### src/rtl/amp_pkg.sv
// Shared types and constants for the amplitude selector and decoder.
// Threshold helper sits midway between adjacent gain swings.
package amp_pkg;

    localparam int unsigned AMP_W = 11;
    localparam int unsigned SEL_W = 2;
    localparam int unsigned THR_W = 12;

    typedef enum logic [SEL_W-1:0] {
        AMP_X1 = 2'b00,
        AMP_X2 = 2'b01,
        AMP_X3 = 2'b10,
        AMP_X4 = 2'b11
    } amp_code_e;

    typedef enum logic {
        StAcc,
        StEval
    } state_e;

    // k/2 times full scale, floored; k=3,5,7 gives the class boundaries.
    function automatic logic [THR_W-1:0] thr(input int unsigned full_scale, input int unsigned k);
        return THR_W'((k * full_scale) / 2);
    endfunction

endpackage

### src/rtl/amplitude_decoder_if.sv
// Sample stream in, recovered amplitude status out.
// Signal suffixes are from the decoder's point of view.
interface amplitude_decoder_if;
    import amp_pkg::*;

    logic [AMP_W-1:0] sample_i;
    logic             sample_valid_i;
    amp_code_e        amp_sel_o;
    logic             amp_valid_o;
    logic             amp_changed_o;
    logic             no_signal_o;
    logic [AMP_W-1:0] p2p_o;

    modport master (
        output sample_i, sample_valid_i,
        input  amp_sel_o, amp_valid_o, amp_changed_o, no_signal_o, p2p_o
    );

    modport slave (
        input  sample_i, sample_valid_i,
        output amp_sel_o, amp_valid_o, amp_changed_o, no_signal_o, p2p_o
    );

endinterface

### src/rtl/window_peak_tracker.sv
// Running max/min and sample count over a window of WINDOW accepted samples.
// load_i restarts the window, seeding it with the current sample if valid.
module window_peak_tracker
    import amp_pkg::*;
#(
    parameter int unsigned WINDOW = 256
) (
    input  logic             clk,
    input  logic             rst_n,
    input  logic             load_i,
    input  logic             valid_i,
    input  logic [AMP_W-1:0] sample_i,
    output logic [AMP_W-1:0] max_o,
    output logic [AMP_W-1:0] min_o,
    output logic             last_o
);

    localparam int unsigned CntW = $clog2(WINDOW + 1);
    localparam logic [AMP_W-1:0] MinInit = '1;

    logic [CntW-1:0]  count_q, count_d;
    logic [AMP_W-1:0] max_q, max_d;
    logic [AMP_W-1:0] min_q, min_d;

    assign last_o = valid_i && !load_i && (count_q == CntW'(WINDOW - 1));
    assign max_o  = max_q;
    assign min_o  = min_q;

    always_comb begin
        count_d = count_q;
        max_d   = max_q;
        min_d   = min_q;
        if (load_i) begin
            if (valid_i) begin
                max_d   = sample_i;
                min_d   = sample_i;
                count_d = CntW'(1);
            end else begin
                max_d   = '0;
                min_d   = MinInit;
                count_d = '0;
            end
        end else if (valid_i) begin
            if (sample_i > max_q) max_d = sample_i;
            if (sample_i < min_q) min_d = sample_i;
            // Trackers keep the full window for EVAL; only the count wraps here.
            count_d = last_o ? '0 : count_q + 1'b1;
        end
    end

    always_ff @(posedge clk or negedge rst_n) begin
        if (!rst_n) begin
            count_q <= '0;
            max_q   <= '0;
            min_q   <= MinInit;
        end else begin
            count_q <= count_d;
            max_q   <= max_d;
            min_q   <= min_d;
        end
    end

endmodule

### src/rtl/amplitude_decoder.sv
// Recovers the 2-bit gain code from peak-to-peak swing per window.
// A new code is adopted only when two consecutive valid windows agree.
module amplitude_decoder
    import amp_pkg::*;
#(
    parameter int unsigned WINDOW     = 256,
    parameter int unsigned FULL_SCALE = 255,
    parameter int unsigned MIN_P2P    = 32
) (
    input logic                clk,
    input logic                rst_n,
    amplitude_decoder_if.slave dec_if
);

    localparam logic [THR_W-1:0] T1 = thr(FULL_SCALE, 3);
    localparam logic [THR_W-1:0] T2 = thr(FULL_SCALE, 5);
    localparam logic [THR_W-1:0] T3 = thr(FULL_SCALE, 7);

    state_e           state_q;
    amp_code_e        amp_sel_q;
    amp_code_e        cand_q;
    logic             cand_ok_q;
    logic             amp_valid_q;
    logic             amp_changed_q;
    logic             no_signal_q;
    logic [AMP_W-1:0] p2p_q;

    logic [AMP_W-1:0] trk_max, trk_min;
    logic             trk_last;
    logic [AMP_W-1:0] p2p_w;
    amp_code_e        cls_w;
    logic             below_min_w;

    window_peak_tracker #(
        .WINDOW (WINDOW)
    ) u_tracker (
        .clk      (clk),
        .rst_n    (rst_n),
        .load_i   (state_q == StEval),
        .valid_i  (dec_if.sample_valid_i),
        .sample_i (dec_if.sample_i),
        .max_o    (trk_max),
        .min_o    (trk_min),
        .last_o   (trk_last)
    );

    // Never negative: the window always holds at least one sample.
    assign p2p_w       = trk_max - trk_min;
    assign below_min_w = 32'(p2p_w) < MIN_P2P;

    always_comb begin
        cls_w = AMP_X4;
        if ({1'b0, p2p_w} <= T1)      cls_w = AMP_X1;
        else if ({1'b0, p2p_w} <= T2) cls_w = AMP_X2;
        else if ({1'b0, p2p_w} <= T3) cls_w = AMP_X3;
    end

    always_ff @(posedge clk or negedge rst_n) begin
        if (!rst_n) begin
            state_q       <= StAcc;
            amp_sel_q     <= AMP_X1;
            cand_q        <= AMP_X1;
            cand_ok_q     <= 1'b0;
            amp_valid_q   <= 1'b0;
            amp_changed_q <= 1'b0;
            no_signal_q   <= 1'b1;
            p2p_q         <= '0;
        end else begin
            amp_valid_q   <= 1'b0;
            amp_changed_q <= 1'b0;
            case (state_q)
                StAcc: begin
                    if (trk_last) state_q <= StEval;
                end
                StEval: begin
                    state_q     <= StAcc;
                    amp_valid_q <= 1'b1;
                    p2p_q       <= p2p_w;
                    if (below_min_w) begin
                        no_signal_q <= 1'b1;
                        cand_ok_q   <= 1'b0;
                    end else begin
                        no_signal_q <= 1'b0;
                        if (cand_ok_q && (cls_w == cand_q)) begin
                            amp_sel_q     <= cls_w;
                            amp_changed_q <= (cls_w != amp_sel_q);
                        end
                        cand_q    <= cls_w;
                        cand_ok_q <= 1'b1;
                    end
                end
                default: state_q <= StAcc;
            endcase
        end
    end

    assign dec_if.amp_sel_o     = amp_sel_q;
    assign dec_if.amp_valid_o   = amp_valid_q;
    assign dec_if.amp_changed_o = amp_changed_q;
    assign dec_if.no_signal_o   = no_signal_q;
    assign dec_if.p2p_o         = p2p_q;

endmodule

### src/flat_wrapper.sv
// flat-port wrapper written by rule: the top's interface ports become plain ports
module amplitude_decoder_flat import amp_pkg::*;
#(
    parameter int unsigned WINDOW     = 256,
    parameter int unsigned FULL_SCALE = 255,
    parameter int unsigned MIN_P2P    = 32
)
  (clk, rst_n, dec_if_sample_i, dec_if_sample_valid_i, dec_if_amp_sel_o, dec_if_amp_valid_o, dec_if_amp_changed_o, dec_if_no_signal_o, dec_if_p2p_o);
  amplitude_decoder_if dec_if_i ();
  input logic clk;
  input logic rst_n;
  input wire logic [$bits(dec_if_i.sample_i)-1:0] dec_if_sample_i;
  input wire logic [$bits(dec_if_i.sample_valid_i)-1:0] dec_if_sample_valid_i;
  output wire logic [$bits(dec_if_i.amp_sel_o)-1:0] dec_if_amp_sel_o;
  output wire logic [$bits(dec_if_i.amp_valid_o)-1:0] dec_if_amp_valid_o;
  output wire logic [$bits(dec_if_i.amp_changed_o)-1:0] dec_if_amp_changed_o;
  output wire logic [$bits(dec_if_i.no_signal_o)-1:0] dec_if_no_signal_o;
  output wire logic [$bits(dec_if_i.p2p_o)-1:0] dec_if_p2p_o;
  assign dec_if_i.sample_i = dec_if_sample_i;
  assign dec_if_i.sample_valid_i = dec_if_sample_valid_i;
  assign dec_if_amp_sel_o = dec_if_i.amp_sel_o;
  assign dec_if_amp_valid_o = dec_if_i.amp_valid_o;
  assign dec_if_amp_changed_o = dec_if_i.amp_changed_o;
  assign dec_if_no_signal_o = dec_if_i.no_signal_o;
  assign dec_if_p2p_o = dec_if_i.p2p_o;
  amplitude_decoder #(.WINDOW(WINDOW), .FULL_SCALE(FULL_SCALE), .MIN_P2P(MIN_P2P)) u_core (.clk(clk), .rst_n(rst_n), .dec_if(dec_if_i));
endmodule
### config.mk
export PLATFORM = sky130hd
export DESIGN_NAME = amplitude_decoder_flat
export DESIGN_NICKNAME = d
export VERILOG_FILES = /design/src/rtl/amp_pkg.sv /design/src/rtl/amplitude_decoder_if.sv /design/src/rtl/window_peak_tracker.sv /design/src/rtl/amplitude_decoder.sv /design/src/flat_wrapper.sv
export SDC_FILE = /design/constraint.sdc
export NUM_CORES = 1
export LEC_CHECK = 0
export CORE_MARGIN = 3
export CORE_UTILIZATION = 55
export CTS_CLUSTER_SIZE = 24
export DETAILED_ROUTE_END_ITERATION = 8
export GPL_TIMING_DRIVEN = 0
export PLACE_DENSITY = 0.81
export SYNTH_ARGS = -nofsm -noshare
export SYNTH_HDL_FRONTEND = slang
export SYNTH_SLANG_ARGS = --single-unit
### constraint.sdc
create_clock -name clk -period 3.7 [get_ports clk]
set_clock_uncertainty 0.2 [all_clocks]
set_input_delay 0.74 -clock clk [delete_from_list [all_inputs] [get_ports clk]]
set_output_delay 0.74 -clock clk [all_outputs]
set_load 0.005 [all_outputs]
==> out/metrics.yaml <==
grt_pass1_vias: 2768
yosys_warnings: 0
dp_cells: 465
r2r_start: "u_core.u_tracker.max_o[0]$_DFFE_PN0P_"
p_leak_nw: 1.86
grt_pass1_wl_mm: 12.9
area_delta_synth_final_pct: 16.2
crit_fanout: 4
drc: 0
nFillCells: 460
grt_start_max_net_pins: 32
worstPathRequired_ns: 3.70
num_io_pins: 30
syn_avg_cell_area_um2: 9.64
dieWidth_um: 85.4
grt_usage_pct: 22.1
path_buf_inv: 1
diodes: 0
vias_per_cell: 6.00
slew_viol_final: 0
ys.flop_type: "dfrtp_1"
stdcell_count: 475
worstReg2RegEnd: "u_core.dec_if.amp_sel_o[1]$_DFFE_PN0P_"
cts_buffer_depth: 2
cts_made_buffers: 5
setup_viol: 0
fp.coreArea_um2: 6030
synth_edf_count: 0
max-vdd-ir-drop_uv: 589
drive_gt1_share_pct: 12.3
crit_type: "flop to flop"
clkLatencyLatePin_ns: 0.31
finalCriticalPeriod_ns: 3.61
cpMaxStageDelayCell: "fa_1"
final_area_um2: 4030
via_count: 2849
drtIter0Drc: 236
synth_top_area_cell: "dfrtp_1"
grt_overflow: 0
synth_seq_cells: 51
relSlewSlack_pct: 43.3
drt-total-wl_mm: 7.64
synth.area.top_cells: "dfrtp_1 28%, ha_1 12%, dfstp_2 9.1%"
ys_types: 57
crit_arrival_ns: 3.60
startpoint_type: "flop"
slowest_delay_ns: 0.40
syn-num-nets: 407
die_area_um2: 7300
wl_per_cell_um: 16.1
fmax_ghz: 0.277
worstPathCellList: "inv_1 > ha_1 > fa_1 > and2b_2 > o221ai_1 > a22oi_2 > xnor2_1 > o22ai_1 > a211o_1 > or3_1 > a2111o_1 > mux2i_1"
synth_most_common_cell: "dfrtp_1"
maxCapViolations: 0
root_buffer: "clkbuf_8"
powerDensity_nw_per_um2: 750
fp.dieH_um: 85.4
cts_tree: "built"
hold_violations: 0
finalCritPeriodShare_pct: 97.5
r2r_cells: 12
ctsHtreeMaxLevel: 2
synth_commonest_cells: "39 x dfrtp_1, 32 x ha_1, 32 x nor2_1"
antenna_found_initial: 0
synth_cells: 360
reg2reg_slack_ns: 0.09
synth_area_um2: 3470
cp_top_family: "compound AO/OA/AOI/OAI gates"
async_flop_share_pct: 100
cts_num_sinks: 51
port-buffer-count: 29
ctsHoldBuffers: 0
path_clk_slew_ns: 0.10
final_nets: 446
cp-end-kind: "flop"
ant_nets: 0
synth_top_cell_area_share_pct: 28.1
fin_util_pct: 66.9
worst_pin_slew_ns: 0.850
std_cell_rows: 28
initial_utilization_pct: 57.6
yosysSeqAreaShare_pct: 37.2
status: "finished, final reports clean"
dr.pass1.iters: 4
place_congestion: 0.911
dp_hpwl_mm: 5.67
placed_cell_area_um2: 3870
hp-class: "input port to asynchronous set/reset pin"
[state kept, by name, indices dropped and copies added (netlist names)]
signal,count
u_core.dec_if.p2p_o,11
u_core.u_tracker.max_o,11
u_core.u_tracker.min_o,11
u_core.u_tracker.count_q,9
u_core.cand_q,2
u_core.dec_if.amp_sel_o,2
u_core.cand_ok_q,1
u_core.dec_if.amp_changed_o,1
u_core.dec_if.amp_valid_o,1
u_core.dec_if.no_signal_o,1
u_core.state_q,1
[cell families after synthesis]
family,synth area share (%)
adders and majority gates,12.1
and+or+nand+nor,15.5
muxes,5.45
xor gates and xnor gates,3.79
DFF,37.2
AOI/OAI and AO/OA,20.5
buffers and inverters,5.45
[worst register-to-register path: cells and delay by family, from the launching register on]
| kind | cells | cell delay (ns) |
|---|---|---|
| and+or+nand+nor | 2 | 0.63 |
| buffers and inverters | 1 | 0.05 |
| adders and majority gates | 2 | 0.60 |
| muxes | 1 | 0.13 |
| DFF | 1 | 0.39 |
| xor gates and xnor gates | 1 | 0.20 |
| AOI/OAI and AO/OA | 5 | 1.29 |
[power by group]
part / total, mW / internal [mW] / switching, mW
clock: 0.405 / 0.204 / 0.201
sequential: 0.767 / 0.698 / 0.0690
combinational: 1.85 / 0.791 / 1.06
total: 3.02 / 1.69 / 1.33
[per-stage QoR]
step | power (mW) | setup TNS (ns) | hold WS, ns | setup WS, ns
2_1_floorplan | 2.13 | 0 | 0.244 | 0.336
3_3_place_gp | 2.45 | -1.08 | 0.280 | -0.0928
3_5_place_dp | 2.51 | -1.71 | 0.274 | -0.109
4_1_cts | 2.92 | 0 | 0.198 | 0.0819
5_1_grt | 3.26 | -0.00349 | 0.210 | -0.00349
6_report | 3.02 | 0 | 0.194 | 0.0921
[layout by cell type (no fill, tap or decap), types with 7 or more instances in the layout]
master / count
or3_1: 8
a21oi_1: 12
nor2b_1: 13
inv_1: 31
a32o_1: 11
dfrtp_1: 39
dfstp_2: 12
clkdlybuf4s50_1: 28
o21a_1: 8
xnor2_1: 9
mux2i_1: 11
nor2_1: 32
ha_1: 32
mux2_2: 7
o21ai_0: 25
nand4_1: 8
clkbuf_1: 10
nand2_1: 15
[routing by layer]
layer  GRT usage (%)  part of all wire [%]  routed length (um)  vias up
met1            28.6                    45                3430     1363
li1                -                     -                   -     1380
met2            37.9                    48                3670       88
met5               0                     0                   0        -
met4            6.76                   1.7                 131        0
met3            3.69                   5.4                 409       18
[how the worst max path moves through the flow]
stage	from	endpoint	cells after the start
4_1_cts	u_core.u_tracker.max_o[0]$_DFFE_PN0P_	u_core.dec_if.amp_sel_o[1]$_DFFE_PN0P_	12
3_5_place_dp	dec_if_sample_i[1]	u_core.u_tracker.max_o[9]$_DFFE_PN0P_	12
6_report	u_core.u_tracker.max_o[0]$_DFFE_PN0P_	u_core.dec_if.amp_sel_o[1]$_DFFE_PN0P_	12
5_1_grt	u_core.u_tracker.max_o[0]$_DFFE_PN0P_	u_core.dec_if.amp_sel_o[1]$_DFFE_PN0P_	12
3_3_place_gp	dec_if_sample_i[1]	u_core.u_tracker.max_o[9]$_DFFE_PN0P_	12
2_1_floorplan	u_core.u_tracker.min_o[6]$_DFFE_PN1P_	u_core.dec_if.amp_sel_o[1]$_DFFE_PN0P_	12
[timing repair]
item                       in CTS  in global routing
setup endpoints to repair       0                  2
buffers inserted                0                  2
gates resized for setup         0                  6
[area by class of cell]
class                           count  area [um^2]  share of cell area [%]
Inverter                           32          120                    2.98
Clock buffer                        5         68.8                    1.71
Tap cell                           75         93.8                    2.33
Buffer                             14         68.8                    1.71
Multi-Input combinational cell    263         2020                    50.2
Sequential cell                    51         1290                    32.0
Clock inverter                      3         46.3                    1.15
Timing Repair Buffer               32          320                    7.95
(Power assumes the default switching activity.)
